$ cat src/rtl/riscv_pkg.sv
// Shared RV32 execute-stage types: multiply/divide opcodes, FSM states and
// operand-signedness helpers used by muldiv_unit.
package riscv_pkg;

  typedef enum logic [2:0] {
    MD_MUL    = 3'd0,
    MD_MULH   = 3'd1,
    MD_MULHSU = 3'd2,
    MD_MULHU  = 3'd3,
    MD_DIV    = 3'd4,
    MD_DIVU   = 3'd5,
    MD_REM    = 3'd6,
    MD_REMU   = 3'd7
  } md_op_t;

  typedef enum logic [1:0] {
    MD_IDLE = 2'd0,
    MD_BUSY = 2'd1,
    MD_FIX  = 2'd2,
    MD_DONE = 2'd3
  } md_state_t;

  function automatic logic md_is_div(input md_op_t op);
    return (op inside {MD_DIV, MD_DIVU, MD_REM, MD_REMU});
  endfunction

  function automatic logic md_is_rem(input md_op_t op);
    return (op inside {MD_REM, MD_REMU});
  endfunction

  // MUL is treated as unsigned: its low word does not depend on signedness.
  function automatic logic md_a_signed(input md_op_t op);
    return (op inside {MD_MULH, MD_MULHSU, MD_DIV, MD_REM});
  endfunction

  function automatic logic md_b_signed(input md_op_t op);
    return (op inside {MD_MULH, MD_DIV, MD_REM});
  endfunction

endpackage

$ cat src/rtl/muldiv_datapath.sv
// Radix-2 iteration datapath: shift-add multiply or restoring divide on
// unsigned magnitudes, one step per cycle. {hi,lo} is the product, or rem/quot.
module muldiv_datapath #(
  parameter int XLEN = 32
) (
  input  logic            clk,
  input  logic            i_load,
  input  logic            i_step,
  input  logic            i_is_div,
  input  logic [XLEN-1:0] i_a,
  input  logic [XLEN-1:0] i_b,
  output logic [XLEN-1:0] o_hi,
  output logic [XLEN-1:0] o_lo
);

  logic [XLEN-1:0] r_hi;
  logic [XLEN-1:0] r_lo;
  logic [XLEN-1:0] r_opnd;
  logic            r_is_div;

  logic [XLEN:0]   w_sum;
  logic [XLEN:0]   w_shift_hi;
  logic [XLEN:0]   w_trial;
  logic [XLEN-1:0] w_nxt_hi;
  logic [XLEN-1:0] w_nxt_lo;

  // Trial subtraction borrow (bit XLEN) selects restore vs. keep.
  always_comb begin
    w_sum      = {1'b0, r_hi} + (r_lo[0] ? {1'b0, r_opnd} : '0);
    w_shift_hi = {r_hi, r_lo[XLEN-1]};
    w_trial    = w_shift_hi - {1'b0, r_opnd};
    if (r_is_div) begin
      w_nxt_hi = w_trial[XLEN] ? w_shift_hi[XLEN-1:0] : w_trial[XLEN-1:0];
      w_nxt_lo = {r_lo[XLEN-2:0], ~w_trial[XLEN]};
    end else begin
      w_nxt_hi = w_sum[XLEN:1];
      w_nxt_lo = {w_sum[0], r_lo[XLEN-1:1]};
    end
  end

  always_ff @(posedge clk) begin
    if (i_load) begin
      r_hi     <= '0;
      r_lo     <= i_is_div ? i_a : i_b;
      r_opnd   <= i_is_div ? i_b : i_a;
      r_is_div <= i_is_div;
    end else if (i_step) begin
      r_hi <= w_nxt_hi;
      r_lo <= w_nxt_lo;
    end
  end

  assign o_hi = r_hi;
  assign o_lo = r_lo;

endmodule

$ cat src/rtl/muldiv_unit.sv
// Iterative RV32M multiply/divide unit: FSM, handshake, sign fix-up and the
// RISC-V divide-by-zero / signed-overflow fast paths around muldiv_datapath.
module muldiv_unit
  import riscv_pkg::*;
#(
  parameter int XLEN = 32
) (
  input  logic            clk,
  input  logic            rst_n,
  input  logic            in_valid,
  output logic            in_ready,
  input  md_op_t          op,
  input  logic [XLEN-1:0] a,
  input  logic [XLEN-1:0] b,
  input  logic            kill,
  output logic            out_valid,
  input  logic            out_ready,
  output logic [XLEN-1:0] result,
  output logic            zero
);

  localparam int              CNT_W    = $clog2(XLEN + 1);
  localparam logic [CNT_W-1:0] CNT_LAST = CNT_W'(XLEN - 1);
  localparam logic [XLEN-1:0] SMIN     = {1'b1, {(XLEN-1){1'b0}}};

  md_state_t       r_state;
  md_state_t       w_state_nxt;
  md_op_t          r_op;
  logic            r_neg;
  logic [CNT_W-1:0] r_cnt;
  logic [XLEN-1:0] r_result;
  logic            r_zero;

  logic            w_accept;
  logic            w_a_neg;
  logic            w_b_neg;
  logic [XLEN-1:0] w_a_mag;
  logic [XLEN-1:0] w_b_mag;
  logic            w_div_zero;
  logic            w_ovf;
  logic            w_fast;
  logic            w_neg_in;
  logic [XLEN-1:0] w_fast_res;
  logic [XLEN-1:0] w_hi;
  logic [XLEN-1:0] w_lo;
  logic [2*XLEN-1:0] w_prod;
  logic [XLEN-1:0] w_fix_res;

  // Request decode: magnitudes, result sign and fast-path detection.
  always_comb begin
    w_accept   = in_valid && (r_state == MD_IDLE) && !kill;
    w_a_neg    = md_a_signed(op) && a[XLEN-1];
    w_b_neg    = md_b_signed(op) && b[XLEN-1];
    w_a_mag    = w_a_neg ? -a : a;
    w_b_mag    = w_b_neg ? -b : b;
    w_neg_in   = md_is_rem(op) ? w_a_neg : (w_a_neg ^ w_b_neg);
    w_div_zero = md_is_div(op) && (b == '0);
    w_ovf      = (op inside {MD_DIV, MD_REM}) && (a == SMIN) && (b == '1);
    w_fast     = w_div_zero || w_ovf;
    w_fast_res = '0;
    if (w_div_zero)
      w_fast_res = md_is_rem(op) ? a : '1;
    else if (w_ovf)
      w_fast_res = md_is_rem(op) ? '0 : a;
  end

  muldiv_datapath #(.XLEN(XLEN)) u_datapath (
    .clk      (clk),
    .i_load   (w_accept && !w_fast),
    .i_step   (r_state == MD_BUSY),
    .i_is_div (md_is_div(op)),
    .i_a      (w_a_mag),
    .i_b      (w_b_mag),
    .o_hi     (w_hi),
    .o_lo     (w_lo)
  );

  always_comb begin
    w_prod = r_neg ? -{w_hi, w_lo} : {w_hi, w_lo};
    unique case (r_op)
      MD_MUL:                     w_fix_res = w_prod[XLEN-1:0];
      MD_MULH, MD_MULHSU, MD_MULHU: w_fix_res = w_prod[2*XLEN-1:XLEN];
      MD_DIV, MD_DIVU:            w_fix_res = r_neg ? -w_lo : w_lo;
      default:                    w_fix_res = r_neg ? -w_hi : w_hi;
    endcase
  end

  always_comb begin
    w_state_nxt = r_state;
    unique case (r_state)
      MD_IDLE: if (w_accept) w_state_nxt = w_fast ? MD_DONE : MD_BUSY;
      MD_BUSY: if (r_cnt == CNT_LAST) w_state_nxt = MD_FIX;
      MD_FIX:  w_state_nxt = MD_DONE;
      MD_DONE: if (out_ready) w_state_nxt = MD_IDLE;
      default: w_state_nxt = MD_IDLE;
    endcase
    if (kill) w_state_nxt = MD_IDLE;
  end

  always_ff @(posedge clk or negedge rst_n) begin
    if (!rst_n) r_state <= MD_IDLE;
    else        r_state <= w_state_nxt;
  end

  // Request latch, iteration counter and the registered result.
  always_ff @(posedge clk or negedge rst_n) begin
    if (!rst_n) begin
      r_op     <= MD_MUL;
      r_neg    <= 1'b0;
      r_cnt    <= '0;
      r_result <= '0;
      r_zero   <= 1'b1;
    end else if (w_accept) begin
      r_op  <= op;
      r_neg <= w_neg_in;
      r_cnt <= '0;
      if (w_fast) begin
        r_result <= w_fast_res;
        r_zero   <= (w_fast_res == '0);
      end
    end else if (r_state == MD_BUSY) begin
      r_cnt <= r_cnt + CNT_W'(1);
    end else if (r_state == MD_FIX && !kill) begin
      r_result <= w_fix_res;
      r_zero   <= (w_fix_res == '0);
    end
  end

  assign in_ready  = (r_state == MD_IDLE);
  assign out_valid = (r_state == MD_DONE);
  assign result    = r_result;
  assign zero      = r_zero;

endmodule

$ cat config.mk
export PLATFORM = sky130hd
export DESIGN_NAME = muldiv_unit
export DESIGN_NICKNAME = d
export VERILOG_FILES = /design/src/rtl/riscv_pkg.sv /design/src/rtl/muldiv_datapath.sv /design/src/rtl/muldiv_unit.sv
export SDC_FILE = /design/constraint.sdc
export NUM_CORES = 1
export LEC_CHECK = 0
export ABC_AREA = 1
export CORE_MARGIN = 10
export CORE_UTILIZATION = 45
export DETAILED_ROUTE_END_ITERATION = 10
export PLACE_DENSITY = 0.64
export SLEW_MARGIN = 20
export SYNTH_ARGS = -nofsm -noshare
export SYNTH_HDL_FRONTEND = slang
export SYNTH_SLANG_ARGS = --single-unit
$ cat constraint.sdc
create_clock -name clk -period 6.9 [get_ports clk]
set_input_delay 1.38 -clock clk [delete_from_list [all_inputs] [get_ports clk]]
set_output_delay 1.38 -clock clk [all_outputs]
set_load 0.01 [all_outputs]
Yosys cells after proc, flatten, opt, wreduce, memory -nomap -nowiden
Cells that the tools add are included.
{"block": "totals", "register_bits": 142}
{"block": "classes", "add_sub_neg": 8, "n_eq_ne": 22, "muxes": 35, "bitwise": 2, "n_reduce_logical": 29}
{"operator": "$mux 32", "n": 20}
{"operator": "$neg 32->32", "n": 4}
{"operator": "$logic_not 32->1", "n": 3}
{"operator": "$pmux 32 s3", "n": 1}
{"operator": "$eq 32x32->1 const B", "n": 2}
{"operator": "$mux 64", "n": 1}
{"operator": "$neg 64->64", "n": 1}
{"operator": "$add 32x33->33", "n": 1}
{"operator": "$sub 33x32->33", "n": 1}
{"operator": "$eq 3x3->1 const B", "n": 6}
{"operator": "$mux 6", "n": 2}
{"operator": "$mux 2", "n": 5}
{"operator": "$reduce_bool 2->1", "n": 5}
{"operator": "$eq 3x2->1 const B", "n": 3}
{"operator": "$logic_and 1x1->1", "n": 9}
{"operator": "$pmux 2 s4", "n": 1}
{"operator": "$reduce_bool 4->1", "n": 2}
{"operator": "$add 6x1->6 const B", "n": 1}
{"operator": "$eq 3x1->1 const B", "n": 2}
{"operator": "$eq 6x5->1 const B", "n": 1}
{"operator": "$reduce_and 3->1", "n": 2}
{"operator": "$mux 1", "n": 5}
{"operator": "$eq 2x2->1 const B", "n": 2}
{"operator": "$logic_not 3->1", "n": 1}
{"operator": "14 further kinds", "n": 15}

Logic depth before layout (Yosys ltp)
Gate-level depths: netlist of the first run.
{"block": "logic_depth", "ltp_word": 9, "ltp_mapped": 22, "mapped_depth_nobuf": 20}

Modules after synthesis
Synthesis of the first run repeated with hierarchy kept, for this count alone.
{"block": "hier_totals", "hier_cells": 3328, "area_unflattened_um2": 18664.2}
{"module": "muldiv_datapath", "instances": 1, "cells_per_inst": 1826, "area_per_inst_um2": 10502.6, "seq_area_each_um2": 2592.5}
{"module": "muldiv_unit", "instances": 1, "cells_per_inst": 1502, "area_per_inst_um2": 8161.6, "seq_area_each_um2": 1127.3}

Worst setup path after synthesis of the first run
OpenSTA, ideal clock, no wires.
{"block": "synth_path", "path_kind": "input-to-reg", "from": "in a[0]", "to": "reg u_datapath.r_hi[16], in the netlist u_datapath.o_hi[16]", "setup_ns": 0.122, "arrival_ns": 3.526, "path_slack_ns": 3.252, "path_stages": 14, "cell_sequence": "inv_1 > ha_1 > nand3_2 > nor2_1 > nand2_1 > nor2_1 > nand3_1 > nand2_1 > nor2_2 > clkinv_4 > nand2_1 > inv_1 > nand2_1 > o21ai_0"}
{"block": "synth_via", "elab_chain_cells": 6}
{"element": "from (decl)", "line": "muldiv_unit.sv:13", "rtl": "input logic [XLEN-1:0] a,"}
{"element": "$eq 32x32->1", "line": "muldiv_unit.sv:58", "rtl": "w_ovf = (op inside {MD_DIV, MD_REM}) && (a == SMIN) && (b == '1);"}
{"element": "$logic_and 1x1->1 (2 in series)", "line": "muldiv_unit.sv:58"}
{"element": "$logic_or 1x1->1", "line": "muldiv_unit.sv:59", "rtl": "w_fast = w_div_zero || w_ovf;"}
{"element": "$logic_not 1->1", "line": "muldiv_unit.sv:69", "rtl": ".i_load (w_accept && !w_fast),"}
{"element": "$logic_and 1x1->1", "line": "muldiv_unit.sv:69"}
{"element": "to (signal assigned)", "line": "muldiv_datapath.sv:48", "rtl": "r_hi <= w_nxt_hi;"}
{"element": "to (decl)", "line": "muldiv_datapath.sv:16", "rtl": "logic [XLEN-1:0] r_hi;"}
No other way between the ends.
A chain may end at the register's enable or synchronous reset.

Final worst setup path of the first run
{"block": "layout_path", "from": "in b[0]", "to": "reg r_result[13], in the netlist result[13]"}
{"block": "layout_via", "elab_chain_cells": 6}
{"element": "from (decl)", "line": "muldiv_unit.sv:14", "rtl": "input logic [XLEN-1:0] b,"}
{"element": "$eq 32x32->1", "line": "muldiv_unit.sv:58"}
{"element": "$logic_and 1x1->1", "line": "muldiv_unit.sv:58"}
{"element": "$mux 32", "line": "muldiv_unit.sv:63", "rtl": "else if (w_ovf)"}
{"element": "$mux 32", "line": "muldiv_unit.sv:61", "rtl": "if (w_div_zero)"}
{"element": "$mux 32", "line": "muldiv_unit.sv:117", "rtl": "if (w_fast) begin"}
{"element": "$mux 32", "line": "muldiv_unit.sv:113", "rtl": "end else if (w_accept) begin"}
{"element": "to (signal assigned)", "line": "muldiv_unit.sv:118", "rtl": "r_result <= w_fast_res;"}
{"element": "to (signal assigned)", "line": "muldiv_unit.sv:124", "rtl": "r_result <= w_fix_res;"}
{"element": "to (decl)", "line": "muldiv_unit.sv:31", "rtl": "logic [XLEN-1:0] r_result;"}
Parallel ways exist; a longest one is shown, timed or not. The select of a mux whose other input is x is not followed.

==> metrics.csv, run 1 <==
metric,value,unit
regToRegSetupSlack,2820,ps
tns,0,ps
r2r_end,u_datapath.o_hi[27],
critPathCapture,result[13],
synth_cells,2831,
synth-xor-area-share,5.02,%
antenna_left,0,
stdcell_count,3389,
synth_edf_count,65,
num_rows,70,
max_freq,0.213,GHz
synth_top_family_by_area,simple AND/OR/NAND/NOR gates,
gp_congestion,1.05,
via_per_inst,5.95,
endpoint_kind,register,
die_w,214,um
slew_viol_final,0,
post-cts-setup-buffer-count,0,
pin_count,107,
io_buffer_count,106,
ys_dominant_reg_cell,edfxtp_1,
antenna_found_initial,0,
synth_common_cells,"nand2_1, inv_1, nor2_1",
hold_viol,0,
cts_hold_buffers,0,
fillers,3934,
yosys.cell_count.top_type,nand2_1,
die_height,214,um
synth_compound_area_share,20.8,%
dr.first_iter.drc_count,2820,
start_util,45.9,%
area_growth_syn_to_layout,11.6,%
drc,0,
dpl_worst_slack,1770,ps
first_global_vias,18500,
firstDrtPassIters,9,
ys_types,59,
syn_nets,2979,
core-area,36900,sq um
cts_buffer_depth,2,
synthMuxAreaShare,0.237,%
dp.cells,3357,
synth_top_area_share,16.7,%
gr-usage-all-layers,33.2,%
r2r_cells,17,
wl_per_cell,22.8,um
num-nets-final,3020,
irDropWorstVdd,0.000226,V
relSlewSlack,28.3,%
tritoncts,built,
skew,15.9,ps
die_area,45700,sq um
setup_slack,2200,ps
drive_gt1_share,4.37,%
grt_pass1_wl,115,mm
setup_viol,0,
arrival,5070,ps
worst_pin_slew,1070,ps
async_flop_share,31.7,%
met2_length,33.7,mm
cts_max_level,4,
wl_met3,7.87,mm
insertion_delay,460,ps
startpoint_type,input pin,
synthAdderAreaFrac,5.71,%
vias,20200,
synthTopCellsByArea,"nand2_1, edfxtp_1, inv_1",
clkTransAtPathRegs,80,ps
wl_met1,32.2,mm
yosysSeqAreaShare,22.0,%
power_leakage,8.80,nW
cp_max_fo,55,
p_per_area,487,nW/um^2
dr.max_layer_used,met4,
synth.ff_latch_count,142,
grt_max_degree,72,
netlist_area,16900,sq um
final.period_utilization,68.0,%
numCtsBuffers,17,
status,completed,
rsz0062_at_grt,false,
holdPathStages,1,
synth_top_area_cell,nand2_1,
avgSynthCellArea,5.97,sq um
critPathLaunch,b[0],
whs,474,ps
min_period,4700,ps
routed_wl,77.3,mm
grt_overflow,0,
n_antenna_cell,0,
place_hpwl,62.4,mm
hold_path.class,reg2reg,
worstPathRequired,7270,ps
synth_warnings,0,
cap_viol_max_count,0,
crit_type,in2reg,
ctsResizeCount,0,
cts_num_sinks,142,
synthSimpleGateAreaFrac,35.7,%
reg2reg_from,u_datapath.o_lo[31],
cts_root_buffer,clkbuf_16,
## where the power goes
group | switching [mW] | internal (mW) | total [mW]
clock | 0.476 | 0.488 | 0.963
combinational | 4.34 | 1.92 | 6.27
sequential | 0.688 | 1.28 | 1.97
total | 5.51 | 3.69 | 9.20
## per-stage QoR
| step | area (sq um) | utilization (%) | total power, mW |
|---|---|---|---|
| after floorplan | 16900 | - | 5.67 |
| after global placement | 18300 | 49.6 | 7.92 |
| after detailed placement | 18300 | 49.6 | 7.98 |
| after CTS | 18900 | 51.2 | 8.97 |
| after global routing | 18900 | 51.2 | 9.81 |
| final | 18900 | 51.2 | 9.20 |
## cell families after synthesis
family | Yosys count
simple gates | 1436
fa+ha+maj | 76
buf+inv | 455
xor+xnor | 97
compound gates | 621
mux | 4
flops | 142
## state kept, by name, indices dropped and copies added, names as in the netlist
| name | flops |
|---|---|
| result | 32 |
| r_state | 2 |
| u_datapath.o_hi | 32 |
| u_datapath.o_lo | 32 |
| r_op | 3 |
| u_datapath.r_opnd | 32 |
| r_neg | 1 |
| u_datapath.r_is_div | 1 |
| zero | 1 |
| r_cnt | 6 |
## critical path, cell delays in order
cell	delay (ps)
clkdlybuf4s50_1	510
inv_1	100
ha_1	170
nand2_1	110
nor2_2	180
nand2_1	150
nor2_1	290
nand2_1	360
nand2_1	240
nor2_4	60
clkinv_4	340
nand2_4	400
inv_2	420
o21ai_0	170
o21ai_1	170
## layout make-up
class | instances | area, sq um | area share (%)
Multi-Input combinational cell | 2234 | 11400 | 60.4
Sequential cell | 142 | 3720 | 19.7
Inverter | 353 | 1330 | 7.05
Timing Repair Buffer | 124 | 1190 | 6.28
Tap cell | 504 | 631 | 3.34
Clock buffer | 17 | 425 | 2.25
Clock inverter | 15 | 174 | 0.922
## layout by cell type, fill, tap and decap left out, types with 15 or more instances in the layout
master and instances:
o21ai_1 25, nand3_1 227, edfxtp_1 65, dfxtp_1 32, a21oi_1 192, dfrtp_1 43, o21bai_1 15, nor2_1 330
xnor2_1 22, o31ai_1 15, clkbuf_16 17, nand2_1 754, o211ai_1 43, buf_4 18, clkdlybuf4s50_1 104, a31oi_1 18
inv_1 341, o21ai_0 256, nand4_1 35, ha_1 73, xor2_1 75, nor3_1 26
## metal layers
| metal | global-route usage [%] | up-vias |
|---|---|---|
| li1 | - | 9459 |
| met4 | 13.1 | 0 |
| met2 | 51.6 | 1099 |
| met3 | 7.52 | 184 |
| met1 | 43.7 | 9429 |
| met5 | 0 | - |
## worst min path at each step
stage          endpoint      from
3_5_place_dp   r_cnt[5]  r_cnt[5]
6_report       r_cnt[5]  r_cnt[5]
5_1_grt        r_cnt[5]  r_cnt[5]
2_1_floorplan  r_cnt[5]  r_cnt[5]
4_1_cts        r_cnt[5]  r_cnt[5]
3_3_place_gp   r_cnt[5]  r_cnt[5]
Power figures use the tool's default switching activity.
==> run 2: changes to the inputs <==
- clock period: 6.9 -> 4.4 ns (I/O delays scaled with it)
==> metrics.csv, run 2 (synthesis gave the netlist of run 1 again) <==
metric,value,unit,change
setup_viol,0,,unchanged
via_per_inst,5.90,,-0.93%
clkTransAtPathRegs,70,ps,about the same
worst_pin_slew,789,ps,-285 ps
dp.cells,3387,,+0.89%
cts_num_sinks,142,,unchanged
die_w,214,um,unchanged
layout_common_cells,"nand2_1, inv_1, nor2_1, o21ai_0, nand3_1",,
vias,20200,,-0.055%
irDropWorstVdd,0.000348,V,+54%
r2r_cells,20,,+3
numCtsBuffers,17,,unchanged
start_util,45.9,%,unchanged
power_leakage,8.97,nW,+2.0%
final.period_utilization,80.6,%,
layout_commonest_cell,nand2_1,,
place_hpwl,63.9,mm,+2.4%
cp_max_fo,14,,-75%
cts_buffer_depth,2,,unchanged
gp_congestion,1.05,,-0.12%
die_area,45700,sq um,unchanged
arrival,3910,ps,-1160 ps
drc,0,,unchanged
num_rows,70,,unchanged
startpoint_type,register,,
insertion_delay,460,ps,about the same
dr.first_iter.drc_count,2863,,+1.5%
grt_pass1_wl,116,mm,+0.63%
grt_max_degree,72,,unchanged
rsz0062_at_grt,false,,
endpoint_kind,register,,
pin_count,107,,unchanged
die_height,214,um,unchanged
slew_viol_final,0,,unchanged
ctsResizeCount,0,,unchanged
whs_endpoint,r_cnt[5],,
antenna_left,0,,unchanged
skew,15.9,ps,-0.0846 ps
area_growth_syn_to_layout,13.3,%,
stdcell_count,3419,,+0.89%
r2r_end,u_datapath.o_hi[29],,
grt_util_met1,45.2,%,+1.5 points
crit_type,reg2reg,,
routed_wl,78.2,mm,+1.2%
cap_viol_max_count,0,,unchanged
first_global_vias,18500,,+0.054%
finalPower,14.9,mW,+62%
firstDrtPassIters,6,,-3
core-area,36900,sq um,unchanged
holdPathStages,1,,unchanged
antenna_found_initial,1,,+1
num-nets-final,3050,,+0.99%
drive_gt1_share,5.35,%,+0.98 points
worstHoldStart,r_cnt[5],,
grt_overflow,0,,unchanged
use_met2,52.3,%,+0.61 points
whs,470,ps,-4.79 ps
max_freq,0.282,GHz,
top_usage_layer,met2,,
regToRegSetupSlack,850,ps,-1970 ps
p_per_area,776,nW/um^2,+59%
setup_slack,854,ps,-1350 ps
worstPathRequired,4760,ps,-2510 ps
cts_hold_buffers,0,,unchanged
n_antenna_cell,0,,unchanged
cts_max_level,4,,unchanged
gr-usage-met3,6.23,%,-1.3 points
post-cts-setup-buffer-count,0,,unchanged
gr-usage-all-layers,33.6,%,+0.45 points
tns,0,ps,unchanged
wl_per_cell,22.9,um,+0.28%
status,completed,,
cts_root_buffer,clkbuf_16,,
tritoncts,built,,
dpl_worst_slack,578,ps,-1190 ps
min_period,3550,ps,
hold_path.class,reg2reg,,
reg2reg_from,u_datapath.o_lo[0],,
relSlewSlack,47.0,%,+19 points
hold_viol,0,,unchanged
io_buffer_count,106,,unchanged
run 2: power breakdown:
group | total (mW) | switching (mW) | internal, mW
clock network | 1.66 | 0.735 | 0.924
registers | 2.98 | 0.974 | 2.01
logic | 10.2 | 7.06 | 3.17
total | 14.9 | 8.77 | 6.11
run 2: metal layers:
layer	vias to the layer above	share of wire, %
met5	-	0.017
met4	2	4.3
met3	174	10
met2	1159	44
met1	9312	42
li1	9513	-
run 2: how the worst max path moves through the flow:
stage,start,cells after the start,to,slack [ps]
6_report,u_datapath.o_lo[0],20,u_datapath.o_hi[29],850
2_1_floorplan,a[0],14,u_datapath.o_hi[16],1250
4_1_cts,u_datapath.o_lo[0],20,u_datapath.o_hi[29],960
5_1_grt,u_datapath.o_lo[0],20,u_datapath.o_hi[29],660
3_3_place_gp,b[0],14,u_datapath.o_lo[6],650
3_5_place_dp,b[0],14,u_datapath.o_lo[6],580
run 2: worst max-delay path, stage by stage, from the launching register on:
cell and delay (ps):
edfxtp_1 750, nand2_1 100, inv_1 80, ha_1 170, inv_1 60, fa_1 360, inv_1 150, nand3_1 90
nand2_1 90, a21oi_1 90, o21ai_0 390, nand2_1 100, nand2_1 220, a21o_1 210, nand2_1 110, nand2_1 80
nand2_1 40, nand3_1 130, nand3_1 90, nand2_1 90, inv_1 40
run 2: stage by stage:
step / instance area [sq um] / utilization, %
floorplan: 16900 / -
global placement: 18500 / 50.2
detailed placement: 18500 / 50.2
CTS: 19200 / 52.0
global route: 19200 / 52.0
finish: 19200 / 52.0
run 2: cell type report:
cell class,instances,area (sq um)
inverters,353,1330
repair buffers,154,1440
multi-input cells,2234,11400
clock buffers,17,425
flip-flops and latches,142,3720
clock inverters,15,211
fillers,3901,17700
well taps,504,631
